File: config.mk
export PLATFORM = sky130hd
export DESIGN_NAME = mac_random_backoff
export DESIGN_NICKNAME = d
export VERILOG_FILES = /design/src/rtl/mac_random_backoff.sv
export SDC_FILE = /design/constraint.sdc
export NUM_CORES = 1
export LEC_CHECK = 0
export ABC_AREA = 1
export CAP_MARGIN = 25
export CORE_MARGIN = 4
export CORE_UTILIZATION = 55
export CTS_CLUSTER_SIZE = 30
export DETAILED_ROUTE_END_ITERATION = 7
export DONT_BUFFER_PORTS = 1
export GPL_ROUTABILITY_DRIVEN = 0
export PLACE_DENSITY = 0.69
export SYNTH_ARGS = -nofsm -noshare
export SYNTH_HDL_FRONTEND = slang
export SYNTH_SLANG_ARGS = --single-unit
File: constraint.sdc
create_clock -name clock -period 2.48 [get_ports clock]
set_input_delay 0.248 -clock clock [delete_from_list [all_inputs] [get_ports clock]]
set_output_delay 0.248 -clock clock [all_outputs]
set_load 0.05 [all_outputs]
File: src/rtl/mac_random_backoff.sv
// Slotted random-backoff MAC: a Galois-LFSR draw sets the backoff, and the block then holds the transmit gate for TX_SLOTS slots.
// Build option MAC_BEB_EN: binary exponential backoff driven by acks, with a WAIT_ACK timeout.
`timescale 1ns/1ps
module mac_random_backoff #(
  parameter logic [15:0] LFSR_SEED   = 16'hACE1,
  parameter int          CW_MIN      = 2,
  parameter int          CW_MAX      = 5,
  parameter int          TX_SLOTS    = 1,
  parameter int          ACK_TIMEOUT = 1000
) (
  input  logic        clock,
  input  logic        reset,
  input  logic        trigger_signal,
  input  logic        ack_signal,
  output logic        mac_control_signal,
  output logic [7:0]  backoff_count,
  output logic [1:0]  mac_state,
  output logic [15:0] tx_count
);

  typedef enum logic [1:0] {DRAW = 2'd0, BACKOFF = 2'd1, TRANSMIT = 2'd2, WAIT_ACK = 2'd3} state_t;

  localparam logic [15:0] SEED    = (LFSR_SEED == 16'h0000) ? 16'h0001 : LFSR_SEED;
  localparam logic [3:0]  W_MIN   = 4'(CW_MIN);
  localparam logic [3:0]  W_MAX   = 4'(CW_MAX);
  localparam logic [7:0]  TX_LOAD = 8'(TX_SLOTS);

  // Taps 0xB400 implement x^16+x^14+x^13+x^11+1 in right-shift Galois form
  function automatic logic [15:0] lfsr_step(input logic [15:0] v);
    return {1'b0, v[15:1]} ^ (v[0] ? 16'hB400 : 16'h0000);
  endfunction

  function automatic logic [7:0] win_mask(input logic [3:0] w_exp);
    return 8'((9'd1 << w_exp) - 9'd1);
  endfunction

  state_t      state, state_n;
  logic [15:0] lfsr, lfsr_nx;
  logic [7:0]  tx_slot_cnt;
  logic [3:0]  w;
  logic        pending;
  logic        trig_p0, trig_p1, trig_p2;
  logic        ack_p0, ack_p1;
  logic        slot, slot_bo;
  logic        enter_tx, dec_bo, tx_dec, tx_done;
`ifdef MAC_BEB_EN
  logic [31:0] wait_cnt;
  logic        ack_hit, timeout;
`else
  logic        unused_ack;
  assign w          = W_MAX;
  assign unused_ack = ack_p1;
`endif

  assign lfsr_nx   = lfsr_step(lfsr);
  assign slot      = trig_p2 & ~trig_p1;
  assign slot_bo   = slot | pending;
  assign mac_state = state;

  always_comb begin
    state_n  = state;
    enter_tx = 1'b0;
    dec_bo   = 1'b0;
    tx_dec   = 1'b0;
    tx_done  = 1'b0;
`ifdef MAC_BEB_EN
    ack_hit  = 1'b0;
    timeout  = 1'b0;
`endif
    case (state)
      DRAW: state_n = BACKOFF;
      BACKOFF: begin
        if (slot_bo) begin
          if (backoff_count == 8'd0) begin
            state_n  = TRANSMIT;
            enter_tx = 1'b1;
          end else begin
            dec_bo = 1'b1;
          end
        end
      end
      TRANSMIT: begin
        if (slot) begin
          if (tx_slot_cnt <= 8'd1) begin
            tx_done = 1'b1;
`ifdef MAC_BEB_EN
            state_n = WAIT_ACK;
`else
            state_n = DRAW;
`endif
          end else begin
            tx_dec = 1'b1;
          end
        end
      end
      WAIT_ACK: begin
`ifdef MAC_BEB_EN
        // Ack wins over a simultaneous timeout
        if (ack_p1) begin
          ack_hit = 1'b1;
          state_n = DRAW;
        end else if (wait_cnt >= 32'(ACK_TIMEOUT - 1)) begin
          timeout = 1'b1;
          state_n = DRAW;
        end
`else
        state_n = DRAW;
`endif
      end
      default: state_n = DRAW;
    endcase
  end

  always_ff @(posedge clock or negedge reset) begin
    if (!reset) begin
      state              <= DRAW;
      lfsr               <= SEED;
      backoff_count      <= 8'd0;
      tx_count           <= 16'd0;
      tx_slot_cnt        <= 8'd0;
      pending            <= 1'b0;
      trig_p0            <= 1'b0;
      trig_p1            <= 1'b0;
      trig_p2            <= 1'b0;
      ack_p0             <= 1'b0;
      ack_p1             <= 1'b0;
      mac_control_signal <= 1'b0;
    end else begin
      // Stage p0/p1 synchronize; p2 delays for falling-edge detect
      trig_p0            <= trigger_signal;
      trig_p1            <= trig_p0;
      trig_p2            <= trig_p1;
      ack_p0             <= ack_signal;
      ack_p1             <= ack_p0;
      lfsr               <= lfsr_nx;
      state              <= state_n;
      mac_control_signal <= (state_n == TRANSMIT);

      if (state == DRAW)
        backoff_count <= lfsr_nx[7:0] & win_mask(w);
      else if (dec_bo)
        backoff_count <= backoff_count - 8'd1;

      if (enter_tx)
        tx_slot_cnt <= TX_LOAD;
      else if (tx_dec)
        tx_slot_cnt <= tx_slot_cnt - 8'd1;
      else if (tx_done)
        tx_slot_cnt <= 8'd0;

      if (tx_done && tx_count != 16'hFFFF)
        tx_count <= tx_count + 16'd1;

      // Boundaries seen while not counting are credited on entry to BACKOFF
      if (state == BACKOFF)
        pending <= 1'b0;
      else if (slot && state != TRANSMIT)
        pending <= 1'b1;
    end
  end

`ifdef MAC_BEB_EN
  always_ff @(posedge clock or negedge reset) begin
    if (!reset) begin
      w        <= W_MIN;
      wait_cnt <= 32'd0;
    end else begin
      wait_cnt <= (state == WAIT_ACK && state_n == WAIT_ACK) ? wait_cnt + 32'd1 : 32'd0;
      if (ack_hit)
        w <= W_MIN;
      else if (timeout)
        w <= (w >= W_MAX) ? W_MAX : w + 4'd1;
    end
  end
`endif

endmodule

### Yosys cells after proc, flatten, opt, wreduce, memory -nomap -nowiden

Index checks and enable logic that the tools add are counted.

| word-level totals | value |
|---|---|
| register bits after elaboration | 55 |
| input port bits | 4 |
| output and inout bits | 27 |
| word-level logic and storage cells | 56 |

| cells by class | value |
|---|---|
| add/subtract/negate cells | 3 |
| $lt $le $gt $ge | 1 |
| eq/ne operators | 6 |
| multiplexer cells | 25 |
| bitwise logic cells | 4 |
| reduce and logical (&&, ||, !) cells | 7 |

Operators with widths:

| cell | number |
|---|---|
| $mux 8 | 5 |
| $add 16x1->16 const B | 1 |
| $mux 16 | 1 |
| $ne 16x16->1 const B | 1 |
| $sub 8x1->8 const B | 2 |
| $xor 15x16->16 | 1 |
| $mux 1 | 14 |
| $le 8x1->1 const B | 1 |
| $logic_not 8->1 | 1 |
| $mux 2 | 4 |
| $pmux 2 s4 | 1 |
| $eq 2x2->1 const B | 3 |
| $reduce_bool 2->1 | 2 |
| $reduce_bool 3->1 | 1 |
| $eq 2x1->1 const B | 1 |
| $logic_and 1x1->1 | 2 |
| $logic_not 2->1 | 1 |
| $ne 2x2->1 const B | 1 |
| $and 1x1->1 | 1 |
| $not 1->1 | 1 |
| $or 1x1->1 | 1 |

### Logic depth before layout (Yosys ltp)

| depth | value |
|---|---|
| word-level depth | 7 |
| depth in mapped cells | 11 |
| gate-level depth less buffers | 10 |

### Least setup slack after synthesis

Ideal clock, no wire load.

| timing | value |
|---|---|
| path type | register to register |
| start | register tx_count[0] |
| end | register tx_count[4] |
| data arrival time | 1.744 ns |
| slack | 0.618 ns |
| stages on the path, launching flop included | 10 |
| path buffers | 1 |
| clock period less this slack | 1.862 ns |
| cells stage by stage | dfrtp_1 > ha_1 > nand2_2 > nor2_4 > nand2_1 > nor2_2 > nor2_2 > buf_6 > nand2_1 > nand2_1 |

| on the way | value |
|---|---|
| longest elaborated chain between the ends | 2 |
| elaborated cells on any way between the ends | 3 |
| classes of those cells | 1 x add/sub; 1 x eq/ne; 1 x reduce/logical |

Ends and longest elaborated chain:

| element | RTL line | RTL |
|---|---|---|
| start, declared | 18 | `output logic [15:0] tx_count` |
| start signal, assigned | 152 | `tx_count <= tx_count + 16'd1;` |
| branches (longest 2 deep; another with $add 16x1->16) | n/a |  |

Parallel ways; which one is timed is not known.
A chain may end at the register's enable or synchronous reset.

### Final worst setup path

| timing | value |
|---|---|
| start | register backoff_count[1] |
| end | register tx_slot_cnt[3] |

| on the way | value |
|---|---|
| longest elaborated chain between the ends | 5 |
| elaborated cells on any way between the ends | 6 |
| classes of those cells | 4 x mux; 2 x reduce/logical |

Ends and longest elaborated chain:

| element | RTL line | RTL |
|---|---|---|
| start, declared | 16 | `output logic [7:0] backoff_count,` |
| start signal, assigned | 140 | `backoff_count <= lfsr_nx[7:0] & win_mask(w);` |
| start signal, assigned | 142 | `backoff_count <= backoff_count - 8'd1;` |
| $logic_not 8->1 * | 74 | `if (backoff_count == 8'd0) begin` |
| $mux 1 * | 74 |  |
| $mux 1 * | 73 | `if (slot_bo) begin` |
| $mux 1 * | 70 | `case (state)` |
| $reduce_bool 3->1 (no source line) / $mux 8 (equally long branches) | n/a |  |
| end signal, assigned | 147 | `tx_slot_cnt <= tx_slot_cnt - 8'd1;` |
| end, declared | 39 | `logic [7:0] tx_slot_cnt;` |

Mark *: on every way between the ends. The rest lies on a longest branch, timed or not.

==> results_dict.tcl <==
set metrics [dict create \
    worstSetupPathType "flip-flop to flip-flop" \
    cts_sinks 55 \
    fin_area_sq_um 3060 \
    finalSetupViolCount 0 \
    worstRegToRegCells 7 \
    drt_iter0_markers 104 \
    initial_core_util 0.573 \
    die_w_um 78.6 \
    clkTransAtPathRegs_ns 0.10 \
    ctsHoldBuffers 3 \
    ctsResizeCount 0 \
    cp-start-kind "flip-flop" \
    fmax_mhz 504 \
    drt-vias-per-instance 4.95 \
    max_cap_viol_count 0 \
    ir_drop_mv 0.453 \
    cts_root_buf "clkbuf_8" \
    cts_buffers 5 \
    slew_viol_final 0 \
    cts_setup_buffers 0 \
    cp.arrival_ns 2.17 \
    holdPathEnd "lfsr[5]" \
    rr_startpoint "backoff_count[1]" \
    tritoncts "yes" \
    area_growth_pct 11.4 \
    fin_skew_ns 0.0140 \
    relSlewSlack 0.557 \
    use_met3 0.0539 \
    grt_overflow 0 \
    whs_path_depth 0 \
    grt_usage 0.188 \
    ys_warn_count 0 \
    grt_pass1_vias 2068 \
    coreArea_sq_um 4790 \
    met1_usage 0.250 \
    top_usage_layer "met2" \
    power.leakage_nw 1.49 \
    fin_crit_ns 1.98 \
    crit_path_max_fanout 6 \
    drt_first_pass_iters 4 \
    grtUsageMet2 0.300 \
    diodes 0 \
    cp.required_ns 2.67 \
    postPlaceCellArea_sq_um 2920 \
    hpwlAfterDp_mm 3.67 \
    period_share 0.800 \
    setup_tns_ns 0 \
    drive_gt1_frac 0.139 \
    clk_path_buf_depth 2 \
    ant_nets 0 \
    rsz0062_at_grt "false" \
    syn_nets 351 \
    portBuffers 0 \
    worst_slew_pin_slew_ns 0.664 \
    synth.distinct_cells 25 \
    wl_mm 5.20 \
    min_path_type "flip-flop to flip-flop" \
    synth_top_area_frac 0.429 \
    finalHoldViolCount 0 \
    synth_area_per_cell_sq_um 8.00 \
    crit_path_end_kind "flip-flop" \
    ys_seq_area_frac 0.505 \
    htreeDepth 2 \
    antenna_found_initial 0 \
    final_nets 374 \
    synth_area_leaders "dfrtp_1, nand2_1, dfstp_2" \
    drc_errors 0 \
    r2r_setup_slack_ns 0.50 \
    grt_max_degree 56 \
    p_per_area_nw_per_um2 799 \
    nFillCells 430 \
    syn_area_sq_um 2740 \
    rows 25 \
    wl_per_cell_um 12.0 \
    grt_pass1_wl_mm 9.30 \
    yosys_register_bits 55 \
    run_status "completed" \
    syn_inst 343 \
    hp-start "lfsr[6]" \
    die_area_sq_um 6180 \
    timing.rr.end "tx_slot_cnt[3]" \
    clock_latency_ns 0.31 \
    boundaryPins 31 \
    die_y_um 78.6 \
    yosysTopAreaCell "dfrtp_1" \
    vias 2148 \
]
[worst max-delay path, stage by stage (launching register included)]
cell     delay (ns)
dfrtp_1        0.57
inv_1          0.18
ha_1           0.27
nand2_1        0.09
nor2_2         0.21
nand3_1        0.22
nand2_1        0.21
o21ai_0        0.11
[how the worst max path moves through the flow]
stage                                start             end  depth (start not counted)
after floorplan                tx_count[0]     tx_count[4]                          9
after global placement    backoff_count[1]  tx_slot_cnt[3]                          7
after detailed placement  backoff_count[1]  tx_slot_cnt[4]                          7
after CTS                 backoff_count[1]  tx_slot_cnt[3]                          7
after global routing      backoff_count[1]  tx_slot_cnt[4]                          7
final                     backoff_count[1]  tx_slot_cnt[3]                          7
[layout make-up]
class	instances	area, sq um	area share
sequential	55	1390	0.454
timing repair buffer	18	160	0.0524
clock inverter	3	22.5	0.00737
inverter	36	135	0.0442
multi-input combinational	250	1200	0.393
clock buffer	5	68.8	0.0225
tap	67	83.8	0.0274
[through the flow]
stage | setup slack, ns | std cells | hold WS, ns | power [mW] | utilization
finish | 0.495 | 434 | 0.360 | 2.44 | 0.639
CTS | 0.501 | 434 | 0.362 | 2.47 | 0.639
global route | 0.285 | 434 | 0.364 | 2.63 | 0.639
detailed placement | 0.521 | 423 | -0.0463 | 1.92 | 0.610
floorplan | 0.618 | 343 | -0.0476 | 1.78 | -
global placement | 0.553 | 423 | -0.0463 | 1.90 | 0.610
[logic make-up (layout without fill, tap and decap cells)]
| logic type | count (synthesis) | in the layout | synth area share |
|---|---|---|---|
| flops | 55 | 55 | 0.505 |
| fa+ha+maj | 4 | 4 | 0.0182 |
| simple gates | 202 | 202 | 0.320 |
| buf+inv | 38 | 62 | 0.0575 |
| compound gates | 33 | 33 | 0.0638 |
| xor+xnor | 11 | 11 | 0.0351 |
[flip-flops by register name (all words and copies together), names as in the netlist]
signal              flops
tx_slot_cnt             8
trig_p2                 1
mac_control_signal      1
backoff_count           8
trig_p0                 1
trig_p1                 1
lfsr                   16
pending                 1
mac_state               2
tx_count               16
[synthesized netlist by cell type (all sizes together)]
master  instances
inv            35
xor2            6
dfstp           8
buf             2
o21bai          1
xnor2           5
nor3            2
nand2         124
clkinv          1
nand3          25
dfrtp          47
a21oi           4
a31oi           1
o21ai          26
ha              4
a21boi          1
nand4           9
nor2           42
[where the power goes]
group / leakage (nW) / internal [mW] / switching, mW
clock network: 0.0485 / 0.203 / 0.308
registers: 0.713 / 0.977 / 0.267
logic: 0.730 / 0.227 / 0.459
[placed cells by master, fill, tap and decap left out]
cell             n
nor2_4           2
a21boi_0         1
o21ai_2          1
nand4_2          1
a21oi_1          4
dfstp_2          8
nand2_4          1
xor2_1           6
inv_1           35
dlygate4sd3_1    2
nand4_1          8
nor2_2          11
o21ai_0         22
o21bai_1         1
nand3_1         25
buf_16           1
nand2_2          3
o21ai_1          3
clkbuf_8         5
clkinv_4         1
nand2_1        120
nor2_1          29
ha_1             4
dfrtp_1         47
inv_6            1
xnor2_1          5
nor3_1           2
buf_4           15
clkinv_2         1
clkinv_1         1
a31oi_1          1
[routing by layer]
metal | wire, um | part of all wire | up-vias
li1 | - | - | 1126
met1 | 2530 | 0.49 | 984
met2 | 2380 | 0.46 | 32
met3 | 224 | 0.043 | 6
met4 | 61 | 0.012 | 0
met5 | 0 | 0 | -
No activity file was read; power rests on OpenSTA's default activity.
